File: src/rtl/pipe_regfile.sv
// Architectural integer register file (32 x REG_SZ, x0 hardwired to zero) with read/write handshakes.
// Latency: read data and reg_rack registered on the sampling edge; write commits on the sampling edge, reg_wack follows.
// Backpressure: each port runs IDLE->ACK->GAP, accepting at most one request per 3 cycles; requests are ignored outside IDLE.
module pipe_regfile #(
   parameter int REG_SZ = 32
) (
   input  logic              clk,
   input  logic              rst_n,
   input  logic              reg_re,
   input  logic [4:0]        reg_idx,
   output logic              reg_rack,
   output logic [REG_SZ-1:0] reg_in,
   input  logic              reg_we,
   input  logic [4:0]        reg_widx,
   input  logic [REG_SZ-1:0] reg_wdata,
   output logic              reg_wack
);

   typedef enum logic [1:0] {
      ST_IDLE = 2'd0,
      ST_ACK  = 2'd1,
      ST_GAP  = 2'd2
   } hs_state_t;

   hs_state_t rd_state, rd_state_nxt;
   hs_state_t wr_state, wr_state_nxt;

   logic [REG_SZ-1:0] regs [32];
   logic              rd_take;
   logic              wr_commit;
   logic [REG_SZ-1:0] rd_data;

   // Requests are only qualified while the corresponding FSM sits in IDLE.
   assign rd_take   = (rd_state == ST_IDLE) && reg_re;
   assign wr_commit = (wr_state == ST_IDLE) && reg_we;

   // Read FSM state register.
   always_ff @(posedge clk or negedge rst_n) begin
      if (!rst_n) rd_state <= ST_IDLE;
      else        rd_state <= rd_state_nxt;
   end

   // Read FSM next state: a taken request walks ACK then GAP before re-arming.
   always_comb begin
      rd_state_nxt = rd_state;
      case (rd_state)
         ST_IDLE: if (reg_re) rd_state_nxt = ST_ACK;
         ST_ACK:  rd_state_nxt = ST_GAP;
         ST_GAP:  rd_state_nxt = ST_IDLE;
         default: rd_state_nxt = ST_IDLE;
      endcase
   end

   // Read FSM output: acknowledge is high for the single ACK cycle.
   always_comb begin
      reg_rack = (rd_state == ST_ACK);
   end

   // Write FSM state register.
   always_ff @(posedge clk or negedge rst_n) begin
      if (!rst_n) wr_state <= ST_IDLE;
      else        wr_state <= wr_state_nxt;
   end

   // Write FSM next state: mirrors the read side so write-back sees the same handshake.
   always_comb begin
      wr_state_nxt = wr_state;
      case (wr_state)
         ST_IDLE: if (reg_we) wr_state_nxt = ST_ACK;
         ST_ACK:  wr_state_nxt = ST_GAP;
         ST_GAP:  wr_state_nxt = ST_IDLE;
         default: wr_state_nxt = ST_IDLE;
      endcase
   end

   // Write FSM output: acknowledge is high for the single ACK cycle.
   always_comb begin
      reg_wack = (wr_state == ST_ACK);
   end

   // Read data select: x0 is zero, a same-edge write to the same index is forwarded.
   always_comb begin
      rd_data = regs[reg_idx];
      if (reg_idx == 5'd0)
         rd_data = '0;
      else if (wr_commit && (reg_widx == reg_idx))
         rd_data = reg_wdata;
   end

   // Read data register: captured on a taken request and held until the next one.
   always_ff @(posedge clk or negedge rst_n) begin
      if (!rst_n)       reg_in <= '0;
      else if (rd_take) reg_in <= rd_data;
   end

   // Register storage: commit on the accepting edge; writes to x0 are dropped.
   always_ff @(posedge clk or negedge rst_n) begin
      if (!rst_n) begin
         for (int i = 0; i < 32; i++) regs[i] <= '0;
      end else if (wr_commit && (reg_widx != 5'd0)) begin
         regs[reg_widx] <= reg_wdata;
      end
   end

endmodule

File: config.mk
export PLATFORM = sky130hd
export DESIGN_NAME = pipe_regfile
export DESIGN_NICKNAME = d
export VERILOG_FILES = /design/src/rtl/pipe_regfile.sv
export SDC_FILE = /design/constraint.sdc
export NUM_CORES = 1
export LEC_CHECK = 0
export CORE_ASPECT_RATIO = 0.6
export CORE_MARGIN = 2
export CORE_UTILIZATION = 53
export DETAILED_ROUTE_END_ITERATION = 6
export DONT_BUFFER_PORTS = 1
export HOLD_SLACK_MARGIN = 0.06
export PLACE_DENSITY_LB_ADDON = 0.05
export SYNTH_ARGS = -nofsm -noshare
export SYNTH_HDL_FRONTEND = slang
export SYNTH_SLANG_ARGS = --single-unit
File: constraint.sdc
create_clock -name clk -period 2 [get_ports clk]
set_input_delay 0.1 -clock clk [delete_from_list [all_inputs] [get_ports clk]]
set_output_delay 0.1 -clock clk [all_outputs]
set_load 0.1 [all_outputs]
==> results.json, run 1 <==
{
  "num-nets-final": 3029,
  "initial_core_util": 0.537,
  "num_rows": 84,
  "seq_area_um2": 26500,
  "wl_per_cell_um": 30.6,
  "hold_viol": 574,
  "dp_cells": 3897,
  "vdd_drop_max_mv": 0.849,
  "gp_congestion": 0.764,
  "syn_inst": 2933,
  "slew_headroom": 0.185,
  "stdcell_area_um2": 55300,
  "rsz0062_at_grt": "true",
  "ys_ff_latch": 1060,
  "final_cell_mix": "1,058 x dfrtp_1, 880 x mux2_2, 287 x mux4_2",
  "synth_fp_nets": 2979,
  "synth_cell_types": 31,
  "drv_cap": 0,
  "yosys_warnings": 0,
  "synth_area_um2": 47300,
  "cts_buffer_depth": 3,
  "clk_latency_ns": 0.70,
  "critPathArrivalTime_ns": 2.66,
  "layout-drive-gt1-share": 0.546,
  "cts_max_level": 3,
  "routed-via-count": 26991,
  "tightest_slew_ns": 1.22,
  "io_buffers": 0,
  "multi_input_area_um2": 20100,
  "fillers": 6220,
  "tns_ns": -5.77,
  "areaGrowthSynthToFinish_pct": 17.0,
  "run_status": "finished, violations left",
  "grt_use_total": 0.272,
  "min_path_type": "input port to asynchronous set/reset pin",
  "ant_nets": 0,
  "holdWs_ns": -0.898,
  "power_mw": 56.9,
  "end_kind": "flip-flop",
  "post_synth.cell_area_avg_um2": 16.1,
  "leakagePower_nw": 25.3,
  "drc": 0,
  "grt_pass1_vias": 28369,
  "critical_path_class": "flip-flop to flip-flop",
  "max_freq_ghz": 0.481,
  "fp.dieH_um": 235,
  "clk_pin_slew_ns": 0.07,
  "finalCriticalPeriod_ns": 2.08,
  "clockRootBuffer": "clkbuf_16",
  "setup_viol_count_final": 183,
  "grt_antenna_before_repair": 3,
  "required_ns": 2.58,
  "setup.worst_path.start_class": "flip-flop",
  "placed_area_um2": 49300,
  "drtPass1Iterations": 6,
  "ys_seq_area_frac": 0.561,
  "ioPinCount": 80,
  "drtIter0Drc": 1929,
  "min_period_over_period": 1.04,
  "power_density_nw_per_um2": 1030,
  "die_area_um2": 91700,
  "drt-total-wl_mm": 129,
  "gr-total-overflow": 0,
  "cts.sinks": 1060,
  "setup_ws_ns": -0.0785,
  "die_x_um": 390,
  "hpwl_mm": 68.2,
  "worst_clock_skew_ns": 0.0197,
  "grt_pass1_wl_mm": 185,
  "layout_commonest_cell": "dfrtp_1",
  "fin_cells": 4227,
  "violations": "hold timing, setup timing",
  "numCtsBuffers": 99,
  "slew_viol_final": 0,
  "cp_max_fo": 7,
  "grt_max_degree": 1061,
  "cts_tree": "yes",
  "via_per_inst": 6.39,
  "core-area_um2": 88000
}
routing by layer:
metal | routed length [um] | share of wire | global-route usage
met2 | 58000 | 0.45 | 0.406
met4 | 3170 | 0.025 | 0.0702
met3 | 8300 | 0.064 | 0.0567
met5 | 18 | 0.00014 | 0
met1 | 59700 | 0.46 | 0.410
worst max-delay path: stages, from the launching register on:
cell and delay, ns:
dfrtp_2 0.48, nor3b_4 0.27, nand4b_1 0.17, buf_4 0.20
nor2_4 0.15, buf_6 0.16, buf_12 0.17, mux2_2 0.35
final timing paths:
kind	depth (start not counted)	endpoint	start	slack, ns
max	7	regs[607]	wr_state[0]	-0.08
min	0	regs[572]	rst_n	-0.90
max reg2reg	7	regs[607]	wr_state[0]	-0.08
min reg2reg	0	regs[992]	regs[992]	0.37
max in group asynchronous	2	regs[205]	rst_n	0.93
min in group clk	3	regs[249]	reg_widx[4]	-0.07
synth_stat cells:
cell type,n,area share
a21o_1,31,0.0049
a21oi_1,3,0.00032
a22o_1,1,0.00019
a22oi_1,97,0.015
and2_1,1,0.00013
buf_1,56,0.0044
buf_2,73,0.0077
buf_4,3,0.00048
buf_6,4,0.00095
clkbuf_1,186,0.015
dfrtp_1,1060,0.56
inv_1,2,0.00016
mux2_1,5,0.0012
mux2_2,987,0.24
mux4_2,287,0.14
nand2_1,14,0.0011
nand2b_1,35,0.0046
nand3_1,37,0.0039
nand4_1,4,0.00053
nand4b_1,1,0.00019
nor2_1,18,0.0014
nor2b_1,9,0.0012
nor3_1,2,0.00021
nor3b_1,1,0.00016
nor3b_2,2,0.00053
nor4_1,2,0.00026
nor4b_2,1,0.00032
o211ai_1,2,0.00032
or3_1,3,0.00040
or3b_1,1,0.00019
xnor2_1,5,0.00093
layout make-up:
cell class,count,share of cell area
Inverter,2,0.000136
Timing Repair Buffer,271,0.0689
Multi-Input combinational cell,1549,0.364
Antenna cell,1,0.0000453
Tap cell,1161,0.0263
Clock buffer,152,0.0535
Sequential cell,1060,0.480
Clock inverter,31,0.00735
registers in the layout (all words and copies together) (netlist names):
name / cells
regs: 1024
wr_state: 2
rd_state: 2
reg_in: 32
cell families (layout without fill, tap and decap cells):
group           after synthesis  count (layout)  synth area share
flops                      1060            1060             0.561
buf+inv                     324             456            0.0285
simple gates                131             131            0.0152
compound gates              134             134            0.0211
other cells                   0               1                 0
xor+xnor                      5               5          0.000926
mux                        1279            1279             0.373
report_power, final:
part | internal, mW | leakage (nW) | switching [mW]
clock | 11.2 | 1.65 | 8.35
sequential | 25.2 | 14.0 | 2.03
combinational | 5.67 | 9.66 | 4.38
total | 42.2 | 25.3 | 14.8
what timing repair did:
action	CTS	global route
endpoints found under the setup margin	215	387
hold buffers	101	3
cloned	0	23
resized for setup	11	152
setup buffers	0	17
pin swaps	0	23
hold endpoints to repair	2085	635
through the flow:
| step | setup WS (ns) | util |
|---|---|---|
| floorplan | 0.0554 | - |
| global placement | -0.103 | 0.560 |
| detailed placement | -0.101 | 0.560 |
| CTS | 0.00361 | 0.612 |
| global route | -0.111 | 0.629 |
| finish | -0.0785 | 0.629 |
Power figures use the tool's default switching activity.
==> run 2, diff against run 1 <==
--- a/config.mk
+++ b/config.mk
@@ -5,6 +5,7 @@
 export SDC_FILE = /design/constraint.sdc
 export NUM_CORES = 1
 export LEC_CHECK = 0
+export CAP_MARGIN = 10
 export CORE_ASPECT_RATIO = 0.6
 export CORE_MARGIN = 2
 export CORE_UTILIZATION = 53
==> constraint.sdc (replaced) <==
create_clock -name clk -period 1.7 [get_ports clk]
set_input_delay 0.085 -clock clk [delete_from_list [all_inputs] [get_ports clk]]
set_output_delay 0.085 -clock clk [all_outputs]
set_load 0.1 [all_outputs]
==> run 2 against run 1 <==
Against the previous run: the run still ends with hold timing, setup timing left; setup slack got worse by 0.31 ns; cell area increased by 0.66%; first-iteration DRC count up 9.6%; combinational power rose by 19%; routed wire length is 0.84% lower; die area is the same; maximum frequency fell by 0.57%; clock power increased by 15%; sequential power is 18% higher; non-clock buffer count shrank 9.
==> results.json, run 2 (same netlist as run 1, synthesis figures left out) <==
{
  "run_status": "finished, violations left",
  "violations": "hold timing, setup timing",
  "clk_pin_slew_ns": 0.07,
  "clk_latency_ns": 0.69,
  "hold_viol": 352,
  "grt_use_total": 0.275,
  "vdd_drop_max_mv": 0.818,
  "top_regs": "regs x1024, reg_in x32",
  "endpoint": "regs[624]",
  "rrSetupSlack_ns": -0.39,
  "ant_nets": 0,
  "switchingPower_mw": 17.3,
  "routed-via-count": 26927,
  "dp_cells": 3919,
  "slew_viol_final": 0,
  "cp_max_fo": 11,
  "setup_viol_count_final": 1022,
  "setup_ws_ns": -0.390,
  "finalCriticalPeriod_ns": 2.09,
  "initial_core_util": 0.537,
  "gp_congestion": 0.775,
  "areaGrowthSynthToFinish_pct": 17.7,
  "grt_max_degree": 1061,
  "num-nets-final": 3019,
  "p_clk_frac": 0.339,
  "grt_antenna_before_repair": 1,
  "pwr-share-comb": 0.180,
  "crit_path_top_delay_cell": "dfrtp_2",
  "num_rows": 84,
  "drc": 0,
  "ioPinCount": 80,
  "cts_buffer_depth": 3,
  "regMostFlops": "regs",
  "worst_clock_skew_ns": 0.0260,
  "fin_cells": 4210,
  "switching_share": 0.260,
  "cts.sinks": 1060,
  "via_per_inst": 6.40,
  "holdWs_ns": -0.917,
  "core-area_um2": 88000,
  "required_ns": 2.26,
  "slew_headroom": 0.175,
  "tightest_slew_ns": 1.23,
  "drtPass1Iterations": 5,
  "io_buffers": 0,
  "insertedDiodeCount": 0,
  "min_path_type": "input port to asynchronous set/reset pin",
  "critPathArrivalTime_ns": 2.65,
  "ff2ff_path_depth": 6,
  "gr-total-overflow": 0,
  "drtIter0Drc": 2115,
  "drt-total-wl_mm": 128,
  "p_int_mw": 49.3,
  "layout-drive-gt1-share": 0.563,
  "die_area_um2": 91700,
  "max_freq_ghz": 0.478,
  "wl_per_cell_um": 30.4,
  "final_cell_mix": "1,058 x dfrtp_1, 815 x mux2_2, 287 x mux4_2",
  "rsz0062_at_grt": "true",
  "p_seq_frac": 0.482,
  "min_period_over_period": 1.23,
  "end_kind": "flip-flop",
  "cts_tree": "yes",
  "clockRootBuffer": "clkbuf_16",
  "cts_max_level": 3,
  "drv_cap": 0,
  "grt_pass1_vias": 28388,
  "stdcell_area_um2": 55700,
  "die_x_um": 390,
  "numCtsBuffers": 98,
  "largest_register_ffs": 1024,
  "critical_path_class": "flip-flop to flip-flop",
  "fp.dieH_um": 235,
  "cp_slowest_stage_delay_ns": 0.46,
  "r2r_start": "wr_state[1]",
  "grt_pass1_wl_mm": 188,
  "leakagePower_nw": 25.5,
  "cp-startpoint": "wr_state[1]",
  "power_density_nw_per_um2": 1200,
  "utilization": 0.633,
  "placed_area_um2": 49700,
  "path_cells": "nor3b_4, nand4b_1, buf_4, or3_4, buf_12, mux2_2",
  "hpwl_mm": 70.4,
  "setup.worst_path.start_class": "flip-flop",
  "rr_endpoint": "regs[624]",
  "layout_commonest_cell": "dfrtp_1"
}
[run 2: cell count changes in the layout (fill, tap and decap cells not counted), sizes merged]
cell	delta
bufinv	-2
clkinv	-2
clkbuf	-5
diode	-1
clkinvlp	-3
buf	+47
dlygate4sd3	-51
[run 2: power groups by stage]
stage | Clock, mW | Combinational, mW | Sequential [mW]
after CTS | 23.0 | 11.2 | 32.0
after floorplan | 0 | 7.50 | 33.1
after detailed placement | 0 | 10.3 | 32.4
after global placement | 0 | 9.97 | 32.0
final | 22.6 | 12.0 | 32.1
after global routing | 24.1 | 12.7 | 32.6
[run 2: worst min-delay path by stage]
stage | startpoint | end | slack [ns] | cells after the start
floorplan | rst_n | rd_state[0] | -0.21 | 0
global placement | rst_n | regs[544] | -0.18 | 0
detailed placement | rst_n | regs[544] | -0.20 | 0
CTS | rst_n | regs[544] | -0.95 | 0
global route | rst_n | regs[513] | -0.95 | 0
finish | rst_n | regs[544] | -0.92 | 0
[run 2: repair_timing]
item / in CTS / in global routing
pin swaps: 9 / 5
endpoints found under the setup margin: 996 / 1381
setup buffers: 23 / 4
hold endpoints to repair: 2085 / 384
resized for setup: 113 / 100
cloned: 8 / 18
hold buffers: 59 / 3
[run 2: final cells by class]
| type | instances | area, um^2 |
|---|---|---|
| clock buffer | 152 | 2980 |
| clock inverter | 24 | 280 |
| fill | 6145 | 32300 |
| inverter | 2 | 7.51 |
| multi-input combinational | 1549 | 20400 |
| sequential | 1060 | 26500 |
| tap | 1161 | 1450 |
| timing repair buffer | 262 | 3970 |
[run 2: critical path, delay by kind of cell (launching register included)]
family,cells,cell delay [ns]
AND/OR/NAND/NOR,3,0.82
flip-flops,1,0.46
buffers and inverters,2,0.37
multiplexers,1,0.29
[run 2: through the flow]
step | hold WS (ns) | TNS (ns) | worst slack (ns) | power, mW
3_3_place_gp | -0.182 | -124.86 | -0.295 | 42.0
5_1_grt | -0.947 | -303.88 | -0.427 | 69.4
4_1_cts | -0.949 | -185.52 | -0.297 | 66.2
2_1_floorplan | -0.211 | -30.37 | -0.144 | 40.6
3_5_place_dp | -0.198 | -128.78 | -0.299 | 42.8
6_report | -0.917 | -260.08 | -0.390 | 66.7
[run 2: routing by layer]
metal	share of wire	track usage	vias up
met5	0	0	-
met4	0.026	0.0755	0
met3	0.056	0.0453	168
met2	0.45	0.404	754
met1	0.47	0.426	14984
li1	-	-	11021
